File: src/rtl/alu_share_arbiter_if.sv
// Request/response and ALU-side signal bundle for the shared-ALU arbiter.
interface alu_share_arbiter_if;
  localparam int unsigned DATA_W = 32;
  localparam int unsigned OP_W   = 5;
  localparam int unsigned SH_W   = 5;
  localparam int unsigned NREQ   = 2;

  // requester side
  logic [NREQ-1:0]   req_valid;
  logic [NREQ-1:0]   req_ready;
  logic [OP_W-1:0]   req_opcode0;
  logic [OP_W-1:0]   req_opcode1;
  logic [SH_W-1:0]   req_shamt0;
  logic [SH_W-1:0]   req_shamt1;
  logic [DATA_W-1:0] req_a0;
  logic [DATA_W-1:0] req_a1;
  logic [DATA_W-1:0] req_b0;
  logic [DATA_W-1:0] req_b1;
  logic [NREQ-1:0]   resp_valid;
  logic [NREQ-1:0]   resp_ready;
  logic [DATA_W-1:0] resp_result0;
  logic [DATA_W-1:0] resp_result1;
  logic              resp_ne0;
  logic              resp_ne1;
  logic              resp_lt0;
  logic              resp_lt1;
  logic              resp_ovf0;
  logic              resp_ovf1;

  // ALU side
  logic [DATA_W-1:0] alu_operandA;
  logic [DATA_W-1:0] alu_operandB;
  logic [OP_W-1:0]   alu_opcode;
  logic [SH_W-1:0]   alu_shiftamt;
  logic [DATA_W-1:0] alu_result;
  logic              alu_isNotEqual;
  logic              alu_isLessThan;
  logic              alu_overflow;

  // arbiter view
  modport slave (
    input  req_valid, req_opcode0, req_opcode1, req_shamt0, req_shamt1,
           req_a0, req_a1, req_b0, req_b1, resp_ready,
           alu_result, alu_isNotEqual, alu_isLessThan, alu_overflow,
    output req_ready, resp_valid, resp_result0, resp_result1,
           resp_ne0, resp_ne1, resp_lt0, resp_lt1, resp_ovf0, resp_ovf1,
           alu_operandA, alu_operandB, alu_opcode, alu_shiftamt
  );

  // requesters plus ALU view
  modport master (
    output req_valid, req_opcode0, req_opcode1, req_shamt0, req_shamt1,
           req_a0, req_a1, req_b0, req_b1, resp_ready,
           alu_result, alu_isNotEqual, alu_isLessThan, alu_overflow,
    input  req_ready, resp_valid, resp_result0, resp_result1,
           resp_ne0, resp_ne1, resp_lt0, resp_lt1, resp_ovf0, resp_ovf1,
           alu_operandA, alu_operandB, alu_opcode, alu_shiftamt
  );
endinterface

File: src/rtl/alu_share_arbiter.sv
// Shares one combinational ALU between two requesters; one op in flight,
// results parked in a per-requester buffer until consumed.
module alu_share_arbiter #(
  parameter int unsigned PRIORITY_MODE = 0
) (
  input logic               clock,
  input logic               reset_n,
  alu_share_arbiter_if.slave bus
);

  typedef enum logic {IDLE = 1'b0, EXEC = 1'b1} state_t;

  state_t     state;
  state_t     state_nxt;
  logic [1:0] eligible;
  logic [1:0] grant;
  logic       handshake;
  logic       win;
  logic       owner;
  logic       last_grant;
  logic [1:0] capture_mask;

  // State register
  always_ff @(posedge clock or negedge reset_n) begin
    if (!reset_n) begin
      state <= IDLE;
    end else begin
      state <= state_nxt;
    end
  end

  // Next-state: accept in IDLE, EXEC always returns after one cycle
  always_comb begin
    state_nxt = state;
    case (state)
      IDLE:    if (handshake) state_nxt = EXEC;
      EXEC:    state_nxt = IDLE;
      default: state_nxt = IDLE;
    endcase
  end

  // Grant and ready; a requester with an unconsumed response is skipped
  always_comb begin
    eligible  = bus.req_valid & ~bus.resp_valid;
    grant     = 2'b00;
    if (state == IDLE) begin
      case (eligible)
        2'b01:   grant = 2'b01;
        2'b10:   grant = 2'b10;
        2'b11: begin
          if (PRIORITY_MODE == 1) grant = 2'b01;
          else                    grant = last_grant ? 2'b01 : 2'b10;
        end
        default: grant = 2'b00;
      endcase
    end
    bus.req_ready = grant & {2{reset_n}};
    handshake     = |(bus.req_valid & bus.req_ready);
    win           = bus.req_ready[1];
    capture_mask  = (state == EXEC) ? (owner ? 2'b10 : 2'b01) : 2'b00;
  end

  // ALU operand registers, loaded from the winner on handshake
  always_ff @(posedge clock or negedge reset_n) begin
    if (!reset_n) begin
      bus.alu_operandA <= '0;
      bus.alu_operandB <= '0;
      bus.alu_opcode   <= '0;
      bus.alu_shiftamt <= '0;
    end else if (handshake) begin
      bus.alu_operandA <= win ? bus.req_a1      : bus.req_a0;
      bus.alu_operandB <= win ? bus.req_b1      : bus.req_b0;
      bus.alu_opcode   <= win ? bus.req_opcode1 : bus.req_opcode0;
      bus.alu_shiftamt <= win ? bus.req_shamt1  : bus.req_shamt0;
    end
  end

  // Owner of the in-flight op and round-robin pointer
  always_ff @(posedge clock or negedge reset_n) begin
    if (!reset_n) begin
      owner      <= 1'b0;
      last_grant <= 1'b1;
    end else if (handshake) begin
      owner      <= win;
      last_grant <= win;
    end
  end

  // Response valid bits: set on capture, cleared on consumption
  always_ff @(posedge clock or negedge reset_n) begin
    if (!reset_n) begin
      bus.resp_valid <= 2'b00;
    end else begin
      bus.resp_valid <= (bus.resp_valid & ~bus.resp_ready) | capture_mask;
    end
  end

  // Response payload buffers, written only when their owner's op completes
  always_ff @(posedge clock or negedge reset_n) begin
    if (!reset_n) begin
      bus.resp_result0 <= '0;
      bus.resp_ne0     <= 1'b0;
      bus.resp_lt0     <= 1'b0;
      bus.resp_ovf0    <= 1'b0;
      bus.resp_result1 <= '0;
      bus.resp_ne1     <= 1'b0;
      bus.resp_lt1     <= 1'b0;
      bus.resp_ovf1    <= 1'b0;
    end else begin
      if (capture_mask[0]) begin
        bus.resp_result0 <= bus.alu_result;
        bus.resp_ne0     <= bus.alu_isNotEqual;
        bus.resp_lt0     <= bus.alu_isLessThan;
        bus.resp_ovf0    <= bus.alu_overflow;
      end
      if (capture_mask[1]) begin
        bus.resp_result1 <= bus.alu_result;
        bus.resp_ne1     <= bus.alu_isNotEqual;
        bus.resp_lt1     <= bus.alu_isLessThan;
        bus.resp_ovf1    <= bus.alu_overflow;
      end
    end
  end

endmodule
File: src/flat_wrapper.sv
// flat-port wrapper written by rule: the top's interface ports become plain ports
module alu_share_arbiter_flat 
#(
  parameter int unsigned PRIORITY_MODE = 0
)
  (clock, reset_n, bus_req_valid, bus_req_opcode0, bus_req_opcode1, bus_req_shamt0, bus_req_shamt1, bus_req_a0, bus_req_a1, bus_req_b0, bus_req_b1, bus_resp_ready, bus_alu_result, bus_alu_isNotEqual, bus_alu_isLessThan, bus_alu_overflow, bus_req_ready, bus_resp_valid, bus_resp_result0, bus_resp_result1, bus_resp_ne0, bus_resp_ne1, bus_resp_lt0, bus_resp_lt1, bus_resp_ovf0, bus_resp_ovf1, bus_alu_operandA, bus_alu_operandB, bus_alu_opcode, bus_alu_shiftamt);
  alu_share_arbiter_if bus_i ();
  input logic clock;
  input logic reset_n;
  input wire logic [$bits(bus_i.req_valid)-1:0] bus_req_valid;
  input wire logic [$bits(bus_i.req_opcode0)-1:0] bus_req_opcode0;
  input wire logic [$bits(bus_i.req_opcode1)-1:0] bus_req_opcode1;
  input wire logic [$bits(bus_i.req_shamt0)-1:0] bus_req_shamt0;
  input wire logic [$bits(bus_i.req_shamt1)-1:0] bus_req_shamt1;
  input wire logic [$bits(bus_i.req_a0)-1:0] bus_req_a0;
  input wire logic [$bits(bus_i.req_a1)-1:0] bus_req_a1;
  input wire logic [$bits(bus_i.req_b0)-1:0] bus_req_b0;
  input wire logic [$bits(bus_i.req_b1)-1:0] bus_req_b1;
  input wire logic [$bits(bus_i.resp_ready)-1:0] bus_resp_ready;
  input wire logic [$bits(bus_i.alu_result)-1:0] bus_alu_result;
  input wire logic [$bits(bus_i.alu_isNotEqual)-1:0] bus_alu_isNotEqual;
  input wire logic [$bits(bus_i.alu_isLessThan)-1:0] bus_alu_isLessThan;
  input wire logic [$bits(bus_i.alu_overflow)-1:0] bus_alu_overflow;
  output wire logic [$bits(bus_i.req_ready)-1:0] bus_req_ready;
  output wire logic [$bits(bus_i.resp_valid)-1:0] bus_resp_valid;
  output wire logic [$bits(bus_i.resp_result0)-1:0] bus_resp_result0;
  output wire logic [$bits(bus_i.resp_result1)-1:0] bus_resp_result1;
  output wire logic [$bits(bus_i.resp_ne0)-1:0] bus_resp_ne0;
  output wire logic [$bits(bus_i.resp_ne1)-1:0] bus_resp_ne1;
  output wire logic [$bits(bus_i.resp_lt0)-1:0] bus_resp_lt0;
  output wire logic [$bits(bus_i.resp_lt1)-1:0] bus_resp_lt1;
  output wire logic [$bits(bus_i.resp_ovf0)-1:0] bus_resp_ovf0;
  output wire logic [$bits(bus_i.resp_ovf1)-1:0] bus_resp_ovf1;
  output wire logic [$bits(bus_i.alu_operandA)-1:0] bus_alu_operandA;
  output wire logic [$bits(bus_i.alu_operandB)-1:0] bus_alu_operandB;
  output wire logic [$bits(bus_i.alu_opcode)-1:0] bus_alu_opcode;
  output wire logic [$bits(bus_i.alu_shiftamt)-1:0] bus_alu_shiftamt;
  assign bus_i.req_valid = bus_req_valid;
  assign bus_i.req_opcode0 = bus_req_opcode0;
  assign bus_i.req_opcode1 = bus_req_opcode1;
  assign bus_i.req_shamt0 = bus_req_shamt0;
  assign bus_i.req_shamt1 = bus_req_shamt1;
  assign bus_i.req_a0 = bus_req_a0;
  assign bus_i.req_a1 = bus_req_a1;
  assign bus_i.req_b0 = bus_req_b0;
  assign bus_i.req_b1 = bus_req_b1;
  assign bus_i.resp_ready = bus_resp_ready;
  assign bus_i.alu_result = bus_alu_result;
  assign bus_i.alu_isNotEqual = bus_alu_isNotEqual;
  assign bus_i.alu_isLessThan = bus_alu_isLessThan;
  assign bus_i.alu_overflow = bus_alu_overflow;
  assign bus_req_ready = bus_i.req_ready;
  assign bus_resp_valid = bus_i.resp_valid;
  assign bus_resp_result0 = bus_i.resp_result0;
  assign bus_resp_result1 = bus_i.resp_result1;
  assign bus_resp_ne0 = bus_i.resp_ne0;
  assign bus_resp_ne1 = bus_i.resp_ne1;
  assign bus_resp_lt0 = bus_i.resp_lt0;
  assign bus_resp_lt1 = bus_i.resp_lt1;
  assign bus_resp_ovf0 = bus_i.resp_ovf0;
  assign bus_resp_ovf1 = bus_i.resp_ovf1;
  assign bus_alu_operandA = bus_i.alu_operandA;
  assign bus_alu_operandB = bus_i.alu_operandB;
  assign bus_alu_opcode = bus_i.alu_opcode;
  assign bus_alu_shiftamt = bus_i.alu_shiftamt;
  alu_share_arbiter #(.PRIORITY_MODE(PRIORITY_MODE)) u_core (.clock(clock), .reset_n(reset_n), .bus(bus_i));
endmodule
File: config.mk
export PLATFORM = sky130hd
export DESIGN_NAME = alu_share_arbiter_flat
export DESIGN_NICKNAME = d
export VERILOG_FILES = /design/src/rtl/alu_share_arbiter_if.sv /design/src/rtl/alu_share_arbiter.sv /design/src/flat_wrapper.sv
export SDC_FILE = /design/constraint.sdc
export NUM_CORES = 1
export LEC_CHECK = 0
export ABC_AREA = 0
export BUFFER_PORTS_ARGS = -buffer_cell sky130_fd_sc_hd__buf_2
export CORE_AREA = 5 5 127 129
export DETAILED_ROUTE_END_ITERATION = 8
export DIE_AREA = 0 0 132 134
export PLACE_DENSITY = 0.87
export SETUP_SLACK_MARGIN = 0.05
export SLEW_MARGIN = 20
export SYNTH_ARGS = -nofsm -noshare
export SYNTH_HDL_FRONTEND = slang
export SYNTH_SLANG_ARGS = --single-unit
File: constraint.sdc
create_clock -name clock -period 4.67 [get_ports clock]
set_input_delay 0.934 -clock clock [delete_from_list [all_inputs] [get_ports clock]]
set_output_delay 0.934 -clock clock [all_outputs]
set_load 0.1 [all_outputs]
==> impl_metrics.yaml, run 1 <==
synthesis:
  seq_area_frac_synth_pct: 60.6
  synth-edff-count: 0
  synthMostInstantiatedCell: "dfrtp_1"
  synthTopCellsByCount: "148 x dfrtp_1, 74 x a221o_1, 74 x nor3b_1"
  avgSynthCellArea_sq_um: 14.6
  yosys.area.top_type_share_pct: 60.1
  netlist_instances: 423
  synth_cell_type_count: 21
  ys_ff_latch: 149
  synth_top_cell_by_area: "dfrtp_1"
  syn_nets: 612
  yosysWarnings: 0
  synth_area_leaders: "dfrtp_1 60%, mux2_2 13%, a221o_1 12%"
  async_reset_ff_share_pct: 100
  synth_ff_type: "dfrtp_1"
  syn_area_sq_um: 6160
cts:
  path_clk_slew_ns: 0.06
  ctsResizeCount: 0
  worstSkewPairLatency_ns: 0.42
  hold_buffers: 0
  cts_tree: "done"
  cts_buffer_depth: 2
  cts_setup_buffers: 0
  cts_made_buffers: 17
  root_buffer: "clkbuf_16"
  htreeDepth: 4
  cts_sinks: 149
placement:
  portBuffers: 336
  routabilityCongestion: 0.868
  dp_hpwl_um: 13100
grt:
  antenna_found_initial: 1
  grt_pass1_wl_um: 28600
  grt_max_degree: 83
  grt_overflow: 0
  grt_pass1_vias: 5372
  grt_usage_pct: 20.1
sta:
  setup_viol_count_final: 0
  rsz0062_at_grt: "no"
  relSlewSlack_pct: 29.5
  fin_skew_ns: 0.00803
  finalSetupTns_ns: 0
  hold_viol: 0
  drv_slew: 0
  period_needed_ns: 3.11
  finalCritPeriodShare_pct: 66.5
  fmax_mhz: 322
  tightest_slew_ns: 1.06
floorplan:
  die_x_um: 132
  ios: 337
  die_y_um: 134
  num_rows: 45
  initial_core_util_pct: 41.3
  coreArea_sq_um: 14900
  dieArea_sq_um: 17700
routing:
  first_pass_iters: 4
  vias: 5097
  wire_per_inst_um: 19.3
  wirelength_um: 18200
  drc: 0
  drtIter0Drc: 278
  route.antenna.remaining_nets: 0
  vias_per_cell: 5.40
layout:
  area_growth_pct: 38.9
  multi_input_area_sq_um: 2200
  antenna_cells: 0
  final_nets: 933
  drive_above_1_share_pct: 59.7
  seqCellArea_sq_um: 3730
  fill_cells: 1221
worst_setup_path:
  crit_required_ns: 3.74
  critPathKind: "in -> out"
  crit_path_max_fanout: 70
  cp-start-kind: "primary input"
  arrival_ns: 2.17
  crit_path_end_kind: "output port"
run_status:
  status: "completed"
run:
  maxCapViolCount: 0
worst_hold_path:
  hold_path_class: "reg -> reg"
cell type report:
class | instances | area share [%]
Clock inverter | 11 | 1.76
Tap cell | 188 | 2.75
Timing Repair Buffer | 342 | 20.7
Clock buffer | 20 | 5.34
Sequential cell | 149 | 43.6
Inverter | 5 | 0.219
Multi-Input combinational cell | 229 | 25.7
kinds of logic (layout without fill, tap and decap cells):
| kind of cell | Yosys count | after routing | synth area share [%] |
|---|---|---|---|
| buffers and inverters | 45 | 378 | 4.16 |
| muxes | 70 | 70 | 12.8 |
| DFF | 149 | 149 | 60.6 |
| AOI/OAI and AO/OA | 80 | 80 | 12.8 |
| and+or+nand+nor | 79 | 79 | 9.65 |
path summary, 6_finish.rpt:
check | depth (start not counted) | to | slack, ns | startpoint
setup / recovery | 4 | bus_req_ready[1] | 1.56 | reset_n
hold / removal | 1 | u_core.bus.resp_result1[1] | 0.50 | u_core.bus.resp_result1[1]
setup reg to reg | 4 | u_core.bus.alu_operandA[6] | 2.64 | u_core.state
hold reg to reg | 1 | u_core.bus.resp_result1[1] | 0.50 | u_core.bus.resp_result1[1]
max in group asynchronous | 2 | u_core.bus.alu_operandA[29] | 3.01 | reset_n
min in group asynchronous | 1 | u_core.bus.resp_result0[1] | 0.51 | reset_n
layout by cell type (no fill, tap or decap), types with 2 or more instances in the layout:
| cell type | n |
|---|---|
| buf_2 | 333 |
| dfrtp_1 | 148 |
| nor3b_1 | 74 |
| a221o_1 | 74 |
| mux2_2 | 70 |
| clkbuf_16 | 17 |
| clkinvlp_4 | 5 |
| buf_4 | 5 |
| inv_1 | 4 |
| bufinv_16 | 3 |
| o31a_2 | 2 |
| clkbuf_8 | 2 |
| inv_6 | 2 |
| buf_6 | 2 |
| buf_12 | 2 |
stage by stage:
step / utilization [%] / hold WS, ns / area [sq um] / setup WS, ns / instances
after detailed placement: 53.2 / 0.484 / 7940 / 1.54 / 913
after CTS: 57.3 / 0.501 / 8550 / 1.52 / 944
after floorplan: - / 0.462 / 6160 / 1.76 / 423
after global placement: 53.2 / 0.475 / 7940 / 1.55 / 913
final: 57.3 / 0.499 / 8550 / 1.56 / 944
after global routing: 57.3 / 0.506 / 8550 / 1.42 / 944
state kept, by name, summed over array words and instances, names as in the netlist:
register	flops
u_core.bus.resp_valid	2
u_core.bus.resp_ne0	1
u_core.bus.alu_opcode	5
u_core.bus.resp_ovf0	1
u_core.bus.resp_result1	32
u_core.bus.alu_shiftamt	5
u_core.bus.alu_operandA	32
u_core.bus.resp_result0	32
u_core.bus.resp_lt0	1
u_core.bus.alu_operandB	32
u_core.bus.resp_ne1	1
u_core.last_grant	1
u_core.state	1
u_core.bus.resp_lt1	1
u_core.bus.resp_ovf1	1
u_core.owner	1
critical path, cell delays in order:
cell and delay [ns]:
buf_6 0.46, and4bb_2 0.36, o31a_2 0.19, buf_12 0.18
per-layer routing:
layer | routed length [um] | track usage, % | share of wire, %
met5 | 7 | 0 | 0.038
met4 | 601 | 8.91 | 3.3
met3 | 1570 | 6.08 | 8.6
met2 | 9250 | 33.4 | 51
met1 | 6780 | 24.3 | 37
Power of run 1 is not shown: default switching activity piles up to over one toggle a cycle in this logic, so the estimate is an artifact.
==> run 2, diff against run 1 <==
==> constraint.sdc (replaced) <==
create_clock -name clock -period 3.2 [get_ports clock]
set_input_delay 0.64 -clock clock [delete_from_list [all_inputs] [get_ports clock]]
set_output_delay 0.64 -clock clock [all_outputs]
set_load 0.1 [all_outputs]
==> impl_metrics.yaml, run 2 (synthesis gave the netlist of run 1 again) <==
run_status:
  status: "completed"
floorplan:
  num_rows: 45
  initial_core_util_pct: 41.3
  die_y_um: 134
  die_x_um: 132
  ios: 337
  coreArea_sq_um: 14900
  dieArea_sq_um: 17700
grt:
  met1_usage_pct: 23.7
  use_met3_pct: 6.08
  gr-usage-met2_pct: 33.8
  grt_overflow: 0
  grt_max_degree: 78
  grt_usage_pct: 20.0
  busiest_layer: "met2"
  antenna_found_initial: 1
  grt_pass1_wl_um: 28500
  grt_pass1_vias: 5370
sta:
  setup_viol_count_final: 0
  drv_slew: 0
  fmax_mhz: 350
  fin_skew_ns: 0.0104
  finalSetupTns_ns: 0
  rsz0062_at_grt: "no"
  finalCritPeriodShare_pct: 89.4
  period_needed_ns: 2.86
  tightest_slew_ns: 0.948
  hold_viol: 0
  relSlewSlack_pct: 36.8
layout:
  area_growth_pct: 38.8
  final_nets: 937
  layout_commonest_cell: "buf_2"
  most-common-layout-cells: "333 x buf_2, 148 x dfrtp_1, 74 x nor3b_1, 74 x a221o_1, 70 x mux2_2"
  fill_cells: 1234
  antenna_cells: 0
  drive_above_1_share_pct: 59.8
cts:
  cts_made_buffers: 17
  ctsResizeCount: 0
  cts_tree: "done"
  htreeDepth: 4
  cts_sinks: 149
  cts_buffer_depth: 2
  root_buffer: "clkbuf_16"
  path_clk_slew_ns: 0.06
  worstSkewPairLatency_ns: 0.41
  cts_setup_buffers: 0
routing:
  route.antenna.remaining_nets: 0
  wire_per_inst_um: 19.3
  vias: 5098
  first_pass_iters: 4
  drtIter0Drc: 283
  vias_per_cell: 5.37
  drc: 0
  wirelength_um: 18400
worst_hold_path:
  hold_path_class: "in -> reg"
placement:
  routabilityCongestion: 0.877
  dp_hpwl_um: 13500
  portBuffers: 336
worst_setup_path:
  crit_required_ns: 2.56
  crit_path_end_kind: "output port"
  crit_path_max_fanout: 16
  crit_slowest_cell: "dlygate4sd3_1"
  path_cells: "dlygate4sd3_1, buf_6, and4bb_2, o31a_2, buf_12"
  arrival_ns: 2.22
  cpPeakStageDelay_ns: 0.58
  cp-start-kind: "primary input"
  critPathKind: "in -> out"
run:
  maxCapViolCount: 0
run 2: changes by cell type in the layout (fill, tap and decap cells not counted):
cell           delta
buf_4             +4
clkinv_4          +2
inv_6             +2
clkinv_2          +1
inv_8             +1
buf_6             -1
dlygate4sd3_1     +1
clkinvlp_4        -3
bufinv_16         -2
run 2: worst paths after layout:
kind / startpoint / end / slack [ns] / cells after the start
min: bus_resp_ready[1] / u_core.bus.resp_valid[1] / 0.42 / 2
max reg2reg: u_core.state / u_core.bus.alu_operandA[9] / 1.05 / 4
max: reset_n / bus_req_ready[1] / 0.34 / 5
min in group asynchronous: reset_n / u_core.bus.resp_valid[0] / 0.63 / 2
min reg2reg: u_core.last_grant / u_core.last_grant / 0.49 / 2
max in group asynchronous: reset_n / u_core.bus.alu_operandA[29] / 1.46 / 3
run 2: layout make-up:
class	instances	area, sq um	area share [%]
Sequential cell	149	3730	43.6
Clock buffer	20	457	5.34
Tap cell	188	235	2.75
Inverter	5	18.8	0.219
Multi-Input combinational cell	229	2200	25.7
Timing Repair Buffer	346	1800	21.0
Clock inverter	12	119	1.39
run 2: stage by stage:
step	std cells	util [%]	cell area [sq um]	setup slack [ns]	hold slack (ns)
after floorplan	423	-	6160	0.648	0.344
after global placement	916	53.4	7970	0.907	0.428
after detailed placement	916	53.4	7970	0.842	0.431
after CTS	949	57.3	8550	0.349	0.397
after global routing	949	57.3	8550	0.297	0.424
final	949	57.3	8550	0.340	0.421
run 2: critical path: cells and delay by family:
family / cells / cell delay (ns)
AO/OA/AOI/OAI: 1 / 0.38
buffers and inverters: 3 / 0.95
AND/OR/NAND/NOR: 1 / 0.24
run 2: repair_timing:
action / CTS / global route
hold buffers: 1 / 0
setup endpoints to repair: 0 / 0
hold endpoints to repair: 3 / 0
run 2: layer usage:
metal | vias to the layer above | part of all wire (%) | routed length [um]
li1 | 2290 | - | -
met1 | 2516 | 39 | 7120
met2 | 244 | 50 | 9240
met3 | 48 | 7.4 | 1360
met4 | 0 | 3.5 | 637
met5 | - | 0 | 0
Power of run 2 is left out for the same reason.
